--- config.mk ---
export PLATFORM = sky130hd
export DESIGN_NAME = axi_burst_master_flat
export DESIGN_NICKNAME = d
export VERILOG_FILES = /design/src/rtl/axi_burst_master_if.sv /design/src/rtl/axi_burst_master.sv /design/src/flat_wrapper.sv
export SDC_FILE = /design/constraint.sdc
export NUM_CORES = 1
export LEC_CHECK = 0
export BUFFER_PORTS_ARGS = -buffer_cell sky130_fd_sc_hd__buf_2
export CAP_MARGIN = 0
export CORE_ASPECT_RATIO = 1.75
export CORE_MARGIN = 4
export CORE_UTILIZATION = 35
export CTS_CLUSTER_SIZE = 40
export DETAILED_ROUTE_END_ITERATION = 12
export GPL_ROUTABILITY_DRIVEN = 1
export SYNTH_ARGS = -nofsm -noshare
export SYNTH_HDL_FRONTEND = slang
export SYNTH_SLANG_ARGS = --single-unit
--- constraint.sdc ---
create_clock -name aclk -period 5.8 [get_ports aclk]
set_input_delay 0.29 -clock aclk [delete_from_list [all_inputs] [get_ports aclk]]
set_output_delay 0.29 -clock aclk [all_outputs]
set_load 0.05 [all_outputs]
--- src/rtl/axi_burst_master_if.sv ---
// AXI4 bus bundle between axi_burst_master and the slave/interconnect under test.
// Carries the five AXI4 channels (AR, R, AW, W, B); clock and reset stay outside
// the bundle.
//   master modport : drives address/control, write data and ready for R/B
//   slave modport  : drives address ready, read data/response and write response
interface axi_burst_master_if #(
    parameter int ADDR_W = 32,
    parameter int DATA_W = 32
);
    logic [ADDR_W-1:0]   araddr;
    logic [7:0]          arlen;
    logic [2:0]          arsize;
    logic [1:0]          arburst;
    logic                arvalid;
    logic                arready;

    logic [DATA_W-1:0]   rdata;
    logic [1:0]          rresp;
    logic                rlast;
    logic                rvalid;
    logic                rready;

    logic [ADDR_W-1:0]   awaddr;
    logic [7:0]          awlen;
    logic [2:0]          awsize;
    logic [1:0]          awburst;
    logic                awvalid;
    logic                awready;

    logic [DATA_W-1:0]   wdata;
    logic [DATA_W/8-1:0] wstrb;
    logic                wlast;
    logic                wvalid;
    logic                wready;

    logic [1:0]          bresp;
    logic                bvalid;
    logic                bready;

    modport master (
        output araddr, arlen, arsize, arburst, arvalid,
        input  arready,
        input  rdata, rresp, rlast, rvalid,
        output rready,
        output awaddr, awlen, awsize, awburst, awvalid,
        input  awready,
        output wdata, wstrb, wlast, wvalid,
        input  wready,
        input  bresp, bvalid,
        output bready
    );

    modport slave (
        input  araddr, arlen, arsize, arburst, arvalid,
        output arready,
        output rdata, rresp, rlast, rvalid,
        input  rready,
        input  awaddr, awlen, awsize, awburst, awvalid,
        output awready,
        input  wdata, wstrb, wlast, wvalid,
        output wready,
        output bresp, bvalid,
        input  bready
    );
endinterface

--- src/rtl/axi_burst_master.sv ---
// AXI4 burst master / traffic generator. Accepts one read or write command at a
// time and issues a single INCR burst. Write data is pattern + beat; read data is
// captured into a buffer readable through buf_idx/buf_data.
//
// Ports:
//   aclk, areset_n          clock, asynchronous active-low reset
//   start_read/start_write  command requests, sampled in IDLE (read wins)
//   cmd_addr/cmd_len/cmd_pattern  burst start address, beats-1, write base value
//   busy, done, err, beat_cnt     status (err: 0 OK, 1 resp error, 2 rlast mismatch, 3 4K)
//   buf_idx -> buf_data     combinational read-buffer access
//   axi                     AXI4 master modport
//
// Optional feature macro: AXI_BURST_MASTER_4K_CHECK_EN
//   When defined, commands whose burst crosses a 4 KB boundary are rejected in
//   IDLE with err=3 and no bus activity.
//
// state  | meaning
// -------+--------------------------------------------
// IDLE   | waiting for a command
// RADDR  | arvalid high, waiting for arready
// RDATA  | rready high, capturing read beats
// WADDR  | awvalid high, waiting for awready
// WDATA  | wvalid high, streaming pattern + beat
// WRESP  | bready high, waiting for bvalid
module axi_burst_master #(
    parameter  int ADDR_W    = 32,
    parameter  int DATA_W    = 32,
    parameter  int MAX_BEATS = 16,
    localparam int IW        = $clog2(MAX_BEATS),
    localparam int BW        = IW + 1
) (
    input  logic              aclk,
    input  logic              areset_n,
    input  logic              start_read,
    input  logic              start_write,
    input  logic [ADDR_W-1:0] cmd_addr,
    input  logic [7:0]        cmd_len,
    input  logic [DATA_W-1:0] cmd_pattern,
    output logic              busy,
    output logic              done,
    output logic [1:0]        err,
    output logic [BW-1:0]     beat_cnt,
    input  logic [IW-1:0]     buf_idx,
    output logic [DATA_W-1:0] buf_data,
    axi_burst_master_if.master axi
);

    localparam logic [2:0] AXSIZE = 3'($clog2(DATA_W/8));

    typedef enum logic [2:0] {
        S_IDLE, S_RADDR, S_RDATA, S_WADDR, S_WDATA, S_WRESP
    } state_t;

    state_t state, state_n;

    logic [ADDR_W-1:0] addr_q;
    logic [BW-1:0]     len_q;
    logic [DATA_W-1:0] pattern_q;
    logic [BW-1:0]     beat;
    logic [1:0]        err_q;
    logic              done_q;
    logic [DATA_W-1:0] rd_buf [MAX_BEATS];

    logic [BW-1:0]     eff_len;
    logic              cmd_req;
    logic              cross_4k;
    logic              wlast_i;

    // Length is clamped so the read buffer can never be overrun.
    always_comb begin
        if (32'(cmd_len) > 32'(MAX_BEATS - 1))
            eff_len = BW'(MAX_BEATS - 1);
        else
            eff_len = BW'(cmd_len);
    end

    assign cmd_req = start_read | start_write;
    assign wlast_i = (beat == len_q);

`ifdef AXI_BURST_MASTER_4K_CHECK_EN
    logic [31:0] end_off;
    assign end_off  = 32'(cmd_addr[11:0]) + (32'(eff_len) + 32'd1) * 32'(DATA_W/8);
    assign cross_4k = (end_off > 32'd4096);
`else
    assign cross_4k = 1'b0;
`endif

    // State register
    always_ff @(posedge aclk or negedge areset_n) begin
        if (!areset_n) state <= S_IDLE;
        else           state <= state_n;
    end

    // Next-state logic
    always_comb begin
        state_n = state;
        case (state)
            S_IDLE: begin
                if (cmd_req && !cross_4k)
                    state_n = start_read ? S_RADDR : S_WADDR;
            end
            S_RADDR: if (axi.arready)               state_n = S_RDATA;
            S_RDATA: if (axi.rvalid && axi.rlast)   state_n = S_IDLE;
            S_WADDR: if (axi.awready)               state_n = S_WDATA;
            S_WDATA: if (axi.wready && wlast_i)     state_n = S_WRESP;
            S_WRESP: if (axi.bvalid)                state_n = S_IDLE;
            default:                                state_n = S_IDLE;
        endcase
    end

    // Output logic
    always_comb begin
        busy        = (state != S_IDLE);
        axi.arvalid = (state == S_RADDR);
        axi.rready  = (state == S_RDATA);
        axi.awvalid = (state == S_WADDR);
        axi.wvalid  = (state == S_WDATA);
        axi.wlast   = (state == S_WDATA) && wlast_i;
        axi.bready  = (state == S_WRESP);
        axi.araddr  = addr_q;
        axi.awaddr  = addr_q;
        axi.arlen   = 8'(len_q);
        axi.awlen   = 8'(len_q);
        axi.arsize  = AXSIZE;
        axi.awsize  = AXSIZE;
        axi.arburst = 2'b01;
        axi.awburst = 2'b01;
        axi.wdata   = pattern_q + DATA_W'(beat);
        axi.wstrb   = '1;
    end

    // Command latch, beat counting, status and read buffer
    always_ff @(posedge aclk or negedge areset_n) begin
        if (!areset_n) begin
            addr_q    <= '0;
            len_q     <= '0;
            pattern_q <= '0;
            beat      <= '0;
            err_q     <= 2'd0;
            done_q    <= 1'b0;
            for (int i = 0; i < MAX_BEATS; i++) rd_buf[i] <= '0;
        end else begin
            done_q <= 1'b0;
            case (state)
                S_IDLE: begin
                    if (cmd_req) begin
                        addr_q    <= cmd_addr;
                        len_q     <= eff_len;
                        pattern_q <= cmd_pattern;
                        beat      <= '0;
                        if (cross_4k) begin
                            err_q  <= 2'd3;
                            done_q <= 1'b1;
                        end else begin
                            err_q  <= 2'd0;
                        end
                    end
                end
                S_RDATA: begin
                    if (axi.rvalid) begin
                        // Beats past the announced length are dropped, not stored.
                        if (beat <= len_q) begin
                            rd_buf[beat[IW-1:0]] <= axi.rdata;
                            beat                 <= beat + 1'b1;
                        end
                        // A response error outranks a framing error, even one
                        // already recorded on an earlier beat.
                        if (axi.rresp != 2'b00)
                            err_q <= 2'd1;
                        else if (err_q != 2'd1 &&
                                 ((axi.rlast && beat != len_q) || beat > len_q))
                            err_q <= 2'd2;
                        if (axi.rlast) done_q <= 1'b1;
                    end
                end
                S_WDATA: begin
                    if (axi.wready) beat <= beat + 1'b1;
                end
                S_WRESP: begin
                    if (axi.bvalid) begin
                        if (axi.bresp != 2'b00) err_q <= 2'd1;
                        done_q <= 1'b1;
                    end
                end
                default: ;
            endcase
        end
    end

    assign done     = done_q;
    assign err      = err_q;
    assign beat_cnt = beat;
    assign buf_data = rd_buf[buf_idx];

endmodule
--- src/flat_wrapper.sv ---
// flat-port wrapper written by rule: the top's interface ports become plain ports
module axi_burst_master_flat 
#(
    parameter  int ADDR_W    = 32,
    parameter  int DATA_W    = 32,
    parameter  int MAX_BEATS = 16,
    localparam int IW        = $clog2(MAX_BEATS),
    localparam int BW        = IW + 1
)
  (aclk, areset_n, start_read, start_write, cmd_addr, cmd_len, cmd_pattern, busy, done, err, beat_cnt, buf_idx, buf_data, axi_araddr, axi_arlen, axi_arsize, axi_arburst, axi_arvalid, axi_arready, axi_rdata, axi_rresp, axi_rlast, axi_rvalid, axi_rready, axi_awaddr, axi_awlen, axi_awsize, axi_awburst, axi_awvalid, axi_awready, axi_wdata, axi_wstrb, axi_wlast, axi_wvalid, axi_wready, axi_bresp, axi_bvalid, axi_bready);
  axi_burst_master_if #(.ADDR_W(ADDR_W), .DATA_W(DATA_W)) axi_i ();
  input  logic aclk;
  input  logic areset_n;
  input  logic start_read;
  input  logic start_write;
  input  logic [ADDR_W-1:0] cmd_addr;
  input  logic [7:0] cmd_len;
  input  logic [DATA_W-1:0] cmd_pattern;
  output logic busy;
  output logic done;
  output logic [1:0] err;
  output logic [BW-1:0] beat_cnt;
  input  logic [IW-1:0] buf_idx;
  output logic [DATA_W-1:0] buf_data;
  output wire logic [$bits(axi_i.araddr)-1:0] axi_araddr;
  output wire logic [$bits(axi_i.arlen)-1:0] axi_arlen;
  output wire logic [$bits(axi_i.arsize)-1:0] axi_arsize;
  output wire logic [$bits(axi_i.arburst)-1:0] axi_arburst;
  output wire logic [$bits(axi_i.arvalid)-1:0] axi_arvalid;
  input wire logic [$bits(axi_i.arready)-1:0] axi_arready;
  input wire logic [$bits(axi_i.rdata)-1:0] axi_rdata;
  input wire logic [$bits(axi_i.rresp)-1:0] axi_rresp;
  input wire logic [$bits(axi_i.rlast)-1:0] axi_rlast;
  input wire logic [$bits(axi_i.rvalid)-1:0] axi_rvalid;
  output wire logic [$bits(axi_i.rready)-1:0] axi_rready;
  output wire logic [$bits(axi_i.awaddr)-1:0] axi_awaddr;
  output wire logic [$bits(axi_i.awlen)-1:0] axi_awlen;
  output wire logic [$bits(axi_i.awsize)-1:0] axi_awsize;
  output wire logic [$bits(axi_i.awburst)-1:0] axi_awburst;
  output wire logic [$bits(axi_i.awvalid)-1:0] axi_awvalid;
  input wire logic [$bits(axi_i.awready)-1:0] axi_awready;
  output wire logic [$bits(axi_i.wdata)-1:0] axi_wdata;
  output wire logic [$bits(axi_i.wstrb)-1:0] axi_wstrb;
  output wire logic [$bits(axi_i.wlast)-1:0] axi_wlast;
  output wire logic [$bits(axi_i.wvalid)-1:0] axi_wvalid;
  input wire logic [$bits(axi_i.wready)-1:0] axi_wready;
  input wire logic [$bits(axi_i.bresp)-1:0] axi_bresp;
  input wire logic [$bits(axi_i.bvalid)-1:0] axi_bvalid;
  output wire logic [$bits(axi_i.bready)-1:0] axi_bready;
  assign axi_araddr = axi_i.araddr;
  assign axi_arlen = axi_i.arlen;
  assign axi_arsize = axi_i.arsize;
  assign axi_arburst = axi_i.arburst;
  assign axi_arvalid = axi_i.arvalid;
  assign axi_i.arready = axi_arready;
  assign axi_i.rdata = axi_rdata;
  assign axi_i.rresp = axi_rresp;
  assign axi_i.rlast = axi_rlast;
  assign axi_i.rvalid = axi_rvalid;
  assign axi_rready = axi_i.rready;
  assign axi_awaddr = axi_i.awaddr;
  assign axi_awlen = axi_i.awlen;
  assign axi_awsize = axi_i.awsize;
  assign axi_awburst = axi_i.awburst;
  assign axi_awvalid = axi_i.awvalid;
  assign axi_i.awready = axi_awready;
  assign axi_wdata = axi_i.wdata;
  assign axi_wstrb = axi_i.wstrb;
  assign axi_wlast = axi_i.wlast;
  assign axi_wvalid = axi_i.wvalid;
  assign axi_i.wready = axi_wready;
  assign axi_i.bresp = axi_bresp;
  assign axi_i.bvalid = axi_bvalid;
  assign axi_bready = axi_i.bready;
  axi_burst_master #(.ADDR_W(ADDR_W), .DATA_W(DATA_W), .MAX_BEATS(MAX_BEATS)) u_core (.aclk(aclk), .areset_n(areset_n), .start_read(start_read), .start_write(start_write), .cmd_addr(cmd_addr), .cmd_len(cmd_len), .cmd_pattern(cmd_pattern), .busy(busy), .done(done), .err(err), .beat_cnt(beat_cnt), .buf_idx(buf_idx), .buf_data(buf_data), .axi(axi_i));
endmodule
* After elaboration in Yosys (flattened, before gate mapping)
Index checks and enable logic that the tools add are counted.
** Storage, ports and cells
- Flip-flop bits (word level) :: 592
- Bits of input ports :: 122
- Output and inout bits :: 173
** Cells by class
- Add/subtract/negate cells :: 2
- $lt $le $gt $ge :: 6
- Equality and inequality tests :: 19
- Multiplexer cells :: 31
- Bitwise logic cells :: 3
- Reduce and logical (&&, ||, !) cells :: 18
** Operators by type and width (count)
- bitwise mux 512 bit :: 1
- binary-select mux 32 bit (select 4 bit) :: 1
- demux 32 bit (select 4 bit) :: 1
- 2-to-1 mux 32 bit :: 3
- adder 32 x 5 -> 32 bit :: 1
- 2-to-1 mux 5 bit :: 5
- 2-to-1 mux 3 bit :: 6
- inequality test 2 x 1 -> 1 bit (second input constant) :: 9
- one-hot mux 3 bit (6 select lines) :: 1
- one-hot mux 5 bit (3 select lines) :: 1
- 2-to-1 mux 2 bit :: 7
- AND reduction 6 bit :: 2
- greater-or-equal comparator 5 bit (second input constant) :: 2
- inverter 4 -> 5 bit :: 2
- nonzero test 3 bit :: 3
- > comparator 8 x 4 -> 1 bit (second input constant) :: 1
- equality test 3 x 2 -> 1 bit (second input constant) :: 2
- equality test 3 bit (second input constant) :: 2
- logical AND 1 bit :: 6
- one-hot mux 2 bit (3 select lines) :: 1
- adder 5 x 1 -> 5 bit (second input constant) :: 1
- equality test 5 bit :: 1
- > comparator 5 bit :: 1
- less-or-equal comparator 5 bit :: 1
- other kinds (14) :: 18

* Depth between registers and ports, before layout
Gate-level depths: netlist of the first run.
- Depth in word-level cells :: 8
- Gate-level depth with buffers :: 9
- Mapped depth without buffers :: 8

* Least setup slack after synthesis of the first run
Ideal clock, no wire load.
- Path kind :: reg2out
- From :: register u_core.beat[0], in the netlist u_core.beat_cnt[0]
- To :: output axi_wdata[10]
- Data arrival time :: 3.152 ns
- Required time :: 5.510 ns
- Path slack :: 2.358 ns
- Cell stages (with the launch flop) :: 9
- Buffers on the path :: 0
- Path through :: dfrtp_1 ha_1 inv_1 fa_1 nor2b_1 o31a_1 nor2_1 or3b_2 xnor2_1
** Between the ends
- Word-level cells in the longest chain between the ends :: 1
** Ends and longest elaborated chain
- start, declared :: RTL line axi_burst_master.sv:59 : logic [BW-1:0] beat;
- start signal, assigned :: RTL line axi_burst_master.sv:164 : beat <= beat + 1'b1;
- start signal, assigned :: RTL line axi_burst_master.sv:177 : if (axi.wready) beat <= beat + 1'b1;
- adder 32 x 5 -> 32 bit :: RTL line axi_burst_master.sv:128 : axi.wdata = pattern_q + DATA_W'(beat);
- end, declared :: RTL line flat_wrapper.sv:42 : output wire logic [$bits(axi_i.wdata)-1:0] axi_wdata;
Every way passes these cells.

* Final worst setup path of the first run
- From :: register u_core.beat[3], in the netlist u_core.beat_cnt[3]
- To :: register u_core.rd_buf[54] (netlist name)
** Between the ends
- Word-level cells in the longest chain between the ends :: 6
- Elaborated cells on any way between the ends :: 9
- Those cells by class :: order compare: 3; mux: 3; bitwise: 1; reduce/logical: 2
** Ends and longest elaborated chain
- inverter 4 -> 5 bit (implied by the code) :: RTL line axi_burst_master.sv:163 : rd_buf[beat[IW-1:0]] <= axi.rdata;
- greater-or-equal comparator 5 bit (implied by the code) / < comparator 5 x 1 -> 1 bit (equally long branches) :: RTL line axi_burst_master.sv:163
- logical AND 1 bit (implied by the code) :: RTL line axi_burst_master.sv:163
- 2-to-1 mux 32 bit (implied by the code) :: RTL line axi_burst_master.sv:163
- demux 32 bit (select 4 bit) :: RTL line axi_burst_master.sv:163
- bitwise mux 512 bit :: RTL line axi_burst_master.sv:163
- end signal, assigned by index :: RTL line axi_burst_master.sv:163
- end, declared :: RTL line axi_burst_master.sv:62 : logic [DATA_W-1:0] rd_buf [MAX_BEATS];
Several ways; a longest one is shown, not always the timed one.
A chain may end at the register's enable or synchronous reset.

==> impl_metrics.csv, run 1 <==
group,metric,value,unit
clock_tree,cts_buffers,56,
worst_setup_path,cp_data_required_time,6.28,ns
clock_tree,clockRootBuffer,"clkbuf_16",
status,status,"finished, final reports clean",
layout,final_cell_mix,"dfrtp_1, mux2_1, buf_2",
worst_setup_path,path_cells,"ha_1, a21o_1, a21oi_1, a21o_1, nand4_4, mux2_1",
global_route,grt_overflow_total,0,
floorplanning,start_util,35.3,%
global_route,grt_first_pass_wirelength,109000,um
layout,fin_area,32200,um^2
placed_design,place_area,29500,um^2
clock_tree,cts_tree,"yes",
worst_setup_path,critPathKind,"reg -> reg",
clock_tree,clkTransAtPathRegs,0.07,ns
placed_design,hpwl,41800,um
synthesis,synth_edf_count,0,
power_and_ir_drop,vdd_drop_max,0.532,mV
worst_hold_path,min_to,"u_core.len_q[3]$_DFFE_PN0P_",
worst_setup_path,cp_slowest_cell,"nand4_4",
run,max_cap_violations,0,
synthesis,synth_flop_cell,"dfrtp_1",
synthesis,syn_inst,1794,
synthesis,synth_largest_area_cell,"dfrtp_1",
layout,area_growth,15.7,%
routing,wire_per_inst,22.1,um
floorplanning,chipWidth,221,um
worst_setup_path,r2r_cells,6,
sta,skew,0.0355,ns
sta,hold_viol,0,
clock_tree,clock-sinks,592,
worst_setup_path,crit_path_start_kind,"register",
global_route,first_global_vias,18100,
synthesis,syn_avg_cell_area,15.5,um^2
global_route,antenna_found_initial,5,
routing,drt-vias-per-instance,5.17,
floorplanning,row_count,136,
worst_setup_path,end_kind,"register",
synthesis,netlist_top_cells_area,"dfrtp_1, mux2_1, mux4_2",
clock_tree,cts-resized-gates,0,
placed_design,place.port_buffers,274,
sta,rsz0062_at_grt,"no",
routing,drt_iter0_drc,570,
routing,dr.pass1.iters,4,
floorplanning,io_pins,295,
synthesis,syn_area,27800,um^2
clock_tree,hold_buffers,74,
sta,finalSetupViolations,0,
clock_tree,post_cts_buffers,0,
power_and_ir_drop,p_per_area,422,nW/um^2
sta,min_period,3.89,ns
worst_hold_path,min_path_cells,3,
placed_design,place_congestion,0.837,
worst_setup_path,worstPathArrival,4.38,ns
sta,period_share,67.1,%
worst_hold_path,hold_path.class,"in -> reg",
synthesis,ys_warn_count,0,
global_route,gr-usage-all-layers,16.4,%
sta,slew_viol_final,0,
layout,drive_gt1_share,29.9,%
layout,nFillCells,7174,
worst_setup_path,cp_max_fo,32,
worst_setup_path,r2r_start,"u_core.beat_cnt[3]$_DFFE_PN0P_",
routing,drcViolationCount,0,
routing,final_antenna_net_count,0,
synthesis,ys_types,59,
worst_setup_path,crit_top_cell,"a21o_1",
clock_tree,clk_path_buf_depth,3,
layout,final_nets,2178,
global_route,grt_max_degree,185,
worst_hold_path,worstHoldStart,"cmd_len[3]",
synthesis,synthArstFlopShare,100,%
clock_tree,htreeDepth,2,
power_and_ir_drop,leakagePower,15.9,nW
floorplanning,chipHeight,381,um
sta,slew_headroom,19.4,%
sta,fmax,257,MHz
routing,vias,16100,
floorplanning,coreArea,78800,um^2
worst_setup_path,cpPeakStageDelay,1.00,ns
synthesis,synth_seq_cells,592,
sta,setup-tns-final,0,ns
synthesis,ys_seq_area_share,53.2,%
worst_setup_path,rrSetupSlack,1.91,ns
worst_setup_path,crit_family,"compound AO/OA/AOI/OAI gates",
clock_tree,clk_latency,0.63,ns
floorplanning,die_area,84300,um^2
sta,tightest_slew,1.21,ns
routing,drt_wl_total,68900,um
layout,final_common_cell,"dfrtp_1",
worst_setup_path,path_buf_inv,0,
synthesis,synth_top_area_share,53.2,%
worst_setup_path,r2r_end,"u_core.rd_buf[54]$_DFFE_PN0P_",
[stage by stage]
| stage | std cells | hold slack (ns) | setup slack [ns] | total power [W] | util, % |
|---|---|---|---|---|---|
| floorplan | 1812 | -0.00559 | 2.36 | 0.00882 | - |
| global placement | 2944 | 0.375 | 2.03 | 0.00968 | 37.5 |
| detailed placement | 2944 | 0.394 | 1.95 | 0.00981 | 37.5 |
| CTS | 3120 | 0.0112 | 1.91 | 0.0137 | 40.8 |
| global route | 3121 | 0.0419 | 1.70 | 0.0143 | 40.8 |
| finish | 3123 | 0.0550 | 1.91 | 0.0136 | 40.9 |
[registers in the layout (all words and copies together), names as in the netlist]
name               flops
u_core.pattern_q      32
u_core.err             2
u_core.beat_cnt        5
u_core.done            1
u_core.axi.araddr     32
u_core.state           3
u_core.rd_buf        512
u_core.len_q           5
[area by class of cell]
cell class | instances | area [um^2] | area share (%)
Timing Repair Buffer | 366 | 2320 | 7.20
Clock inverter | 16 | 250 | 0.777
Clock buffer | 86 | 1650 | 5.12
Antenna cell | 3 | 7.51 | 0.0233
Inverter | 19 | 71.3 | 0.222
Tap cell | 1035 | 1290 | 4.02
Sequential cell | 592 | 14800 | 46.0
Multi-Input combinational cell | 1006 | 11800 | 36.6
[cells in the mapped netlist, types with 4 or more instances]
master    number
o21ai_0       13
ha_1          14
mux2_2        61
and4_1         4
nor2_1        24
nor4_2         5
nand2_1       82
mux2_1       492
nand4_1        8
nand4_4       10
buf_2         36
buf_4         60
buf_6         31
xnor2_1       12
a21o_1         4
mux4_2       160
clkbuf_1      66
dfrtp_1      592
a21oi_1       11
nand3_1        9
nor2b_1        5
and3_1         6
inv_1         18
xor2_1        17
[where the power goes]
part           internal (W)  total (W)  switching [W]  leakage [nW]
Combinational       0.00141    0.00432        0.00291          6.97
Sequential          0.00491    0.00544       0.000534          7.99
Clock               0.00222    0.00383        0.00161         0.922
[worst reg2reg max path: cells and delay by family (launching register included)]
family | cells | cell delay, ns
AOI/OAI and AO/OA | 3 | 1.24
and+or+nand+nor | 1 | 1.01
muxes | 1 | 0.72
DFF | 1 | 0.46
adders and majority gates | 1 | 0.32
[per-layer routing]
| metal | vias to the layer above | GRT usage, % | part of all wire [%] |
|---|---|---|---|
| li1 | 6986 | - | - |
| met1 | 8702 | 20.3 | 40 |
| met2 | 363 | 29.5 | 52 |
| met3 | 84 | 2.98 | 4.9 |
| met4 | 2 | 4.06 | 2.2 |
| met5 | - | 0 | 0.010 |
[worst max-delay path by stage]
stage	from	endpoint	slack, ns	cells past startpoint
2_1_floorplan	u_core.beat_cnt[0]$_DFFE_PN0P_	axi_wdata[10]	2.36	8
3_3_place_gp	u_core.beat_cnt[3]$_DFFE_PN0P_	u_core.rd_buf[82]$_DFFE_PN0P_	2.03	6
3_5_place_dp	u_core.beat_cnt[3]$_DFFE_PN0P_	u_core.rd_buf[50]$_DFFE_PN0P_	1.95	6
4_1_cts	u_core.beat_cnt[3]$_DFFE_PN0P_	u_core.rd_buf[88]$_DFFE_PN0P_	1.91	6
5_1_grt	u_core.beat_cnt[3]$_DFFE_PN0P_	u_core.rd_buf[88]$_DFFE_PN0P_	1.70	6
6_report	u_core.beat_cnt[3]$_DFFE_PN0P_	u_core.rd_buf[54]$_DFFE_PN0P_	1.91	6
[logic make-up after synthesis]
group	synth area share (%)
flops	53.2
mux	35.4
simple gates	3.87
buf+inv	4.69
xor+xnor	0.913
other cells	0.0270
fa+ha+maj	0.701
compound gates	1.13
Note: power is estimated with default switching activity, not from simulation.
==> inputs of run 2 (changes only) <==
Settings changed: ABC_AREA set to 1.
Clock period 5.8 ns to 3.15 ns, I/O delays scaled along.
==> run 2 against run 1 <==
Compared with the run above: cell count rose by 54%; first-iteration DRC count rose to 3.1 times the previous value; design area rose by 5.7%; sequential cell count did not move; die area rose by 5.0%.
==> impl_metrics.csv, run 2 <==
group,metric,value,unit
synthesis,netlist_top_cells_area,"dfrtp_1, nand2_1, o21ai_0",
worst_setup_path,path_cells,"buf_4, ha_1, nand3_1, nand2_1, nand2_1, a21oi_1, xor2_1, buf_2",
worst_setup_path,end_kind,"output pin",
layout,drive_gt1_share,15.1,%
worst_setup_path,cpPeakStageDelay,0.38,ns
power_and_ir_drop,leakagePower,15.9,nW
global_route,use_met3,3.35,%
floorplanning,chipHeight,391,um
global_route,grt_util_met2,33.4,%
run,max_cap_violations,0,
sta,slew_headroom,26.4,%
layout,area_growth,16.3,%
synthesis,syn_area,29300,um^2
routing,vias,24100,
sta,slew_viol_final,0,
global_route,top_usage_layer,"met2",
synthesis,synth_flop_cell,"dfrtp_1",
global_route,gr-usage-all-layers,19.1,%
floorplanning,coreArea,83000,um^2
global_route,antenna_found_initial,4,
sta,setup-tns-final,0,ns
placed_design,hpwl,52800,um
synthesis,synthArstFlopShare,100,%
synthesis,syn_avg_cell_area,8.34,um^2
placed_design,place.port_buffers,274,
clock_tree,clkTransAtPathRegs,0.07,ns
worst_setup_path,worstPathArrival,2.79,ns
layout,final_nets,3843,
synthesis,synth_edf_count,0,
floorplanning,start_util,35.3,%
synthesis,ys_types,40,
sta,min_period,2.95,ns
synthesis,synth_seq_cells,592,
routing,drt_iter0_drc,1785,
worst_setup_path,rrSetupSlack,0.42,ns
routing,wire_per_inst,17.6,um
synthesis,synth_largest_area_cell,"dfrtp_1",
clock_tree,clk_path_buf_depth,3,
global_route,grt_first_pass_wirelength,135000,um
sta,skew,0.0257,ns
clock_tree,cts_buffers,57,
clock_tree,htreeDepth,2,
synthesis,synth_commonest_cells,"nand2_1, dfrtp_1, o21ai_0, inv_1, o21ai_1",
sta,fmax,339,MHz
synthesis,ys_seq_area_share,50.6,%
global_route,first_global_vias,23700,
floorplanning,chipWidth,227,um
layout,largest_reg_flops,512,
placed_design,dpl_worst_slack,0.440,ns
synthesis,synth_top_area_share,50.6,%
floorplanning,io_pins,295,
routing,final_antenna_net_count,0,
worst_setup_path,cp_slowest_cell,"dfrtp_1",
worst_setup_path,crit_path_start_kind,"register",
worst_hold_path,hold_path.class,"in -> reg",
floorplanning,row_count,140,
sta,tightest_slew,1.10,ns
power_and_ir_drop,p_per_area,742,nW/um^2
worst_setup_path,cp_data_required_time,2.99,ns
status,status,"finished, final reports clean",
worst_setup_path,critPathKind,"reg -> out",
routing,drcViolationCount,0,
sta,finalSetupViolations,0,
global_route,grt.met1_usage,23.5,%
synthesis,synth.most_common_cell,"nand2_1",
routing,dr.pass1.iters,6,
clock_tree,clockRootBuffer,"clkbuf_16",
synthesis,ys_warn_count,0,
routing,drt-vias-per-instance,5.00,
power_and_ir_drop,vdd_drop_max,0.689,mV
worst_setup_path,crit_top_cell,"nand2_1",
routing,drt_wl_total,84900,um
sta,period_share,93.7,%
global_route,grt_max_degree,93,
layout,final_common_cell,"nand2_1",
placed_design,place_congestion,0.931,
clock_tree,clk_latency,0.64,ns
sta,timing.final.ws_setup,0.200,ns
floorplanning,die_area,88500,um^2
layout,final_util,41.0,%
sta,hold_viol,0,
clock_tree,cts_tree,"yes",
clock_tree,clock-sinks,592,
worst_setup_path,cp_max_fo,8,
synthesis,syn_inst,3509,
global_route,grt_overflow_total,0,
sta,rsz0062_at_grt,"no",
layout,top_register,"u_core.rd_buf",
layout,final_cell_mix,"nand2_1, dfrtp_1, o21ai_0",
run 2: cell types whose count changed after synthesis, moves of 61 or more:
cell | previous run | this run
nand2_1 | 82 | 946
nand3_1 | 9 | 221
o21ai_0 | 13 | 357
mux2_1 | 492 | 0
mux2_2 | 61 | 0
o21ai_1 | 2 | 225
o211ai_1 | 0 | 129
a21oi_1 | 11 | 138
inv_1 | 18 | 351
mux4_2 | 160 | 0
o21ai_2 | 0 | 95
run 2: routing by layer:
metal | share of wire [%] | vias to the layer above
met5 | 0.026 | -
met4 | 3.7 | 4
li1 | - | 11800
met3 | 5.7 | 153
met1 | 41 | 11500
met2 | 49 | 654
run 2: area by class of cell:
cell class                 instances  area (um^2)
sequential                       592        14800
inverter                         355         1330
fill                            8352        49000
multi-input combinational       2273        11300
antenna                            1         2.50
clock buffer                      83         1710
timing repair buffer             427         3250
clock inverter                    20          288
tap                             1065         1330
run 2: logic make-up after synthesis:
family                   synth area share (%)
AO/OA/AOI/OAI                            18.5
XOR/XNOR                                0.688
adder cells (fa/ha/maj)                 0.667
buffers and inverters                    11.2
flip-flops                               50.6
other                                  0.0257
AND/OR/NAND/NOR                          18.2
run 2: final timing paths:
kind / depth (start not counted) / end / start
setup / recovery: 8 / axi_wdata[9] / u_core.beat_cnt[2]$_DFFE_PN0P_
hold / removal: 7 / u_core.state[0]$_DFFE_PN0P_ / axi_awready
setup reg to reg: 10 / u_core.rd_buf[433]$_DFFE_PN0P_ / u_core.beat_cnt[3]$_DFFE_PN0P_
hold reg to reg: 2 / u_core.rd_buf[481]$_DFFE_PN0P_ / u_core.rd_buf[481]$_DFFE_PN0P_
max in group asynchronous: 3 / u_core.rd_buf[446]$_DFFE_PN0P_ / areset_n
min in group asynchronous: 2 / u_core.rd_buf[64]$_DFFE_PN0P_ / areset_n
run 2: metrics by stage:
step | power, W | instances | hold WS, ns | instance area (um^2)
global route | 0.0266 | 4815 | 0.0830 | 34000
finish | 0.0253 | 4816 | 0.0383 | 34000
floorplan | 0.0160 | 3527 | -0.138 | 29300
global placement | 0.0178 | 4628 | 0.276 | 31200
CTS | 0.0255 | 4815 | 0.00950 | 34000
detailed placement | 0.0179 | 4628 | 0.280 | 31200
run 2: worst max-delay path: cells and delay by family, from the launching register on:
family,cells,cell delay (ns)
and+or+nand+nor,3,0.35
adders and majority gates,1,0.35
buffers and inverters,2,0.47
AOI/OAI and AO/OA,1,0.37
DFF,1,0.38
xor gates and xnor gates,1,0.23
run 2: what timing repair did:
| action | in CTS | in global routing |
|---|---|---|
| gates resized for setup | 2 | 4 |
| endpoints found under the setup margin | 7 | 11 |
| hold endpoints to repair | 148 | 0 |
| hold buffers | 84 | 0 |
| setup buffers | 0 | 0 |
| gates cloned | 0 | 0 |
run 2: where the power goes:
group / leakage [nW] / switching, W / internal, W
combinational: 6.83 / 0.00599 / 0.00211
clock: 0.990 / 0.00311 / 0.00425
sequential: 8.05 / 0.000960 / 0.00886
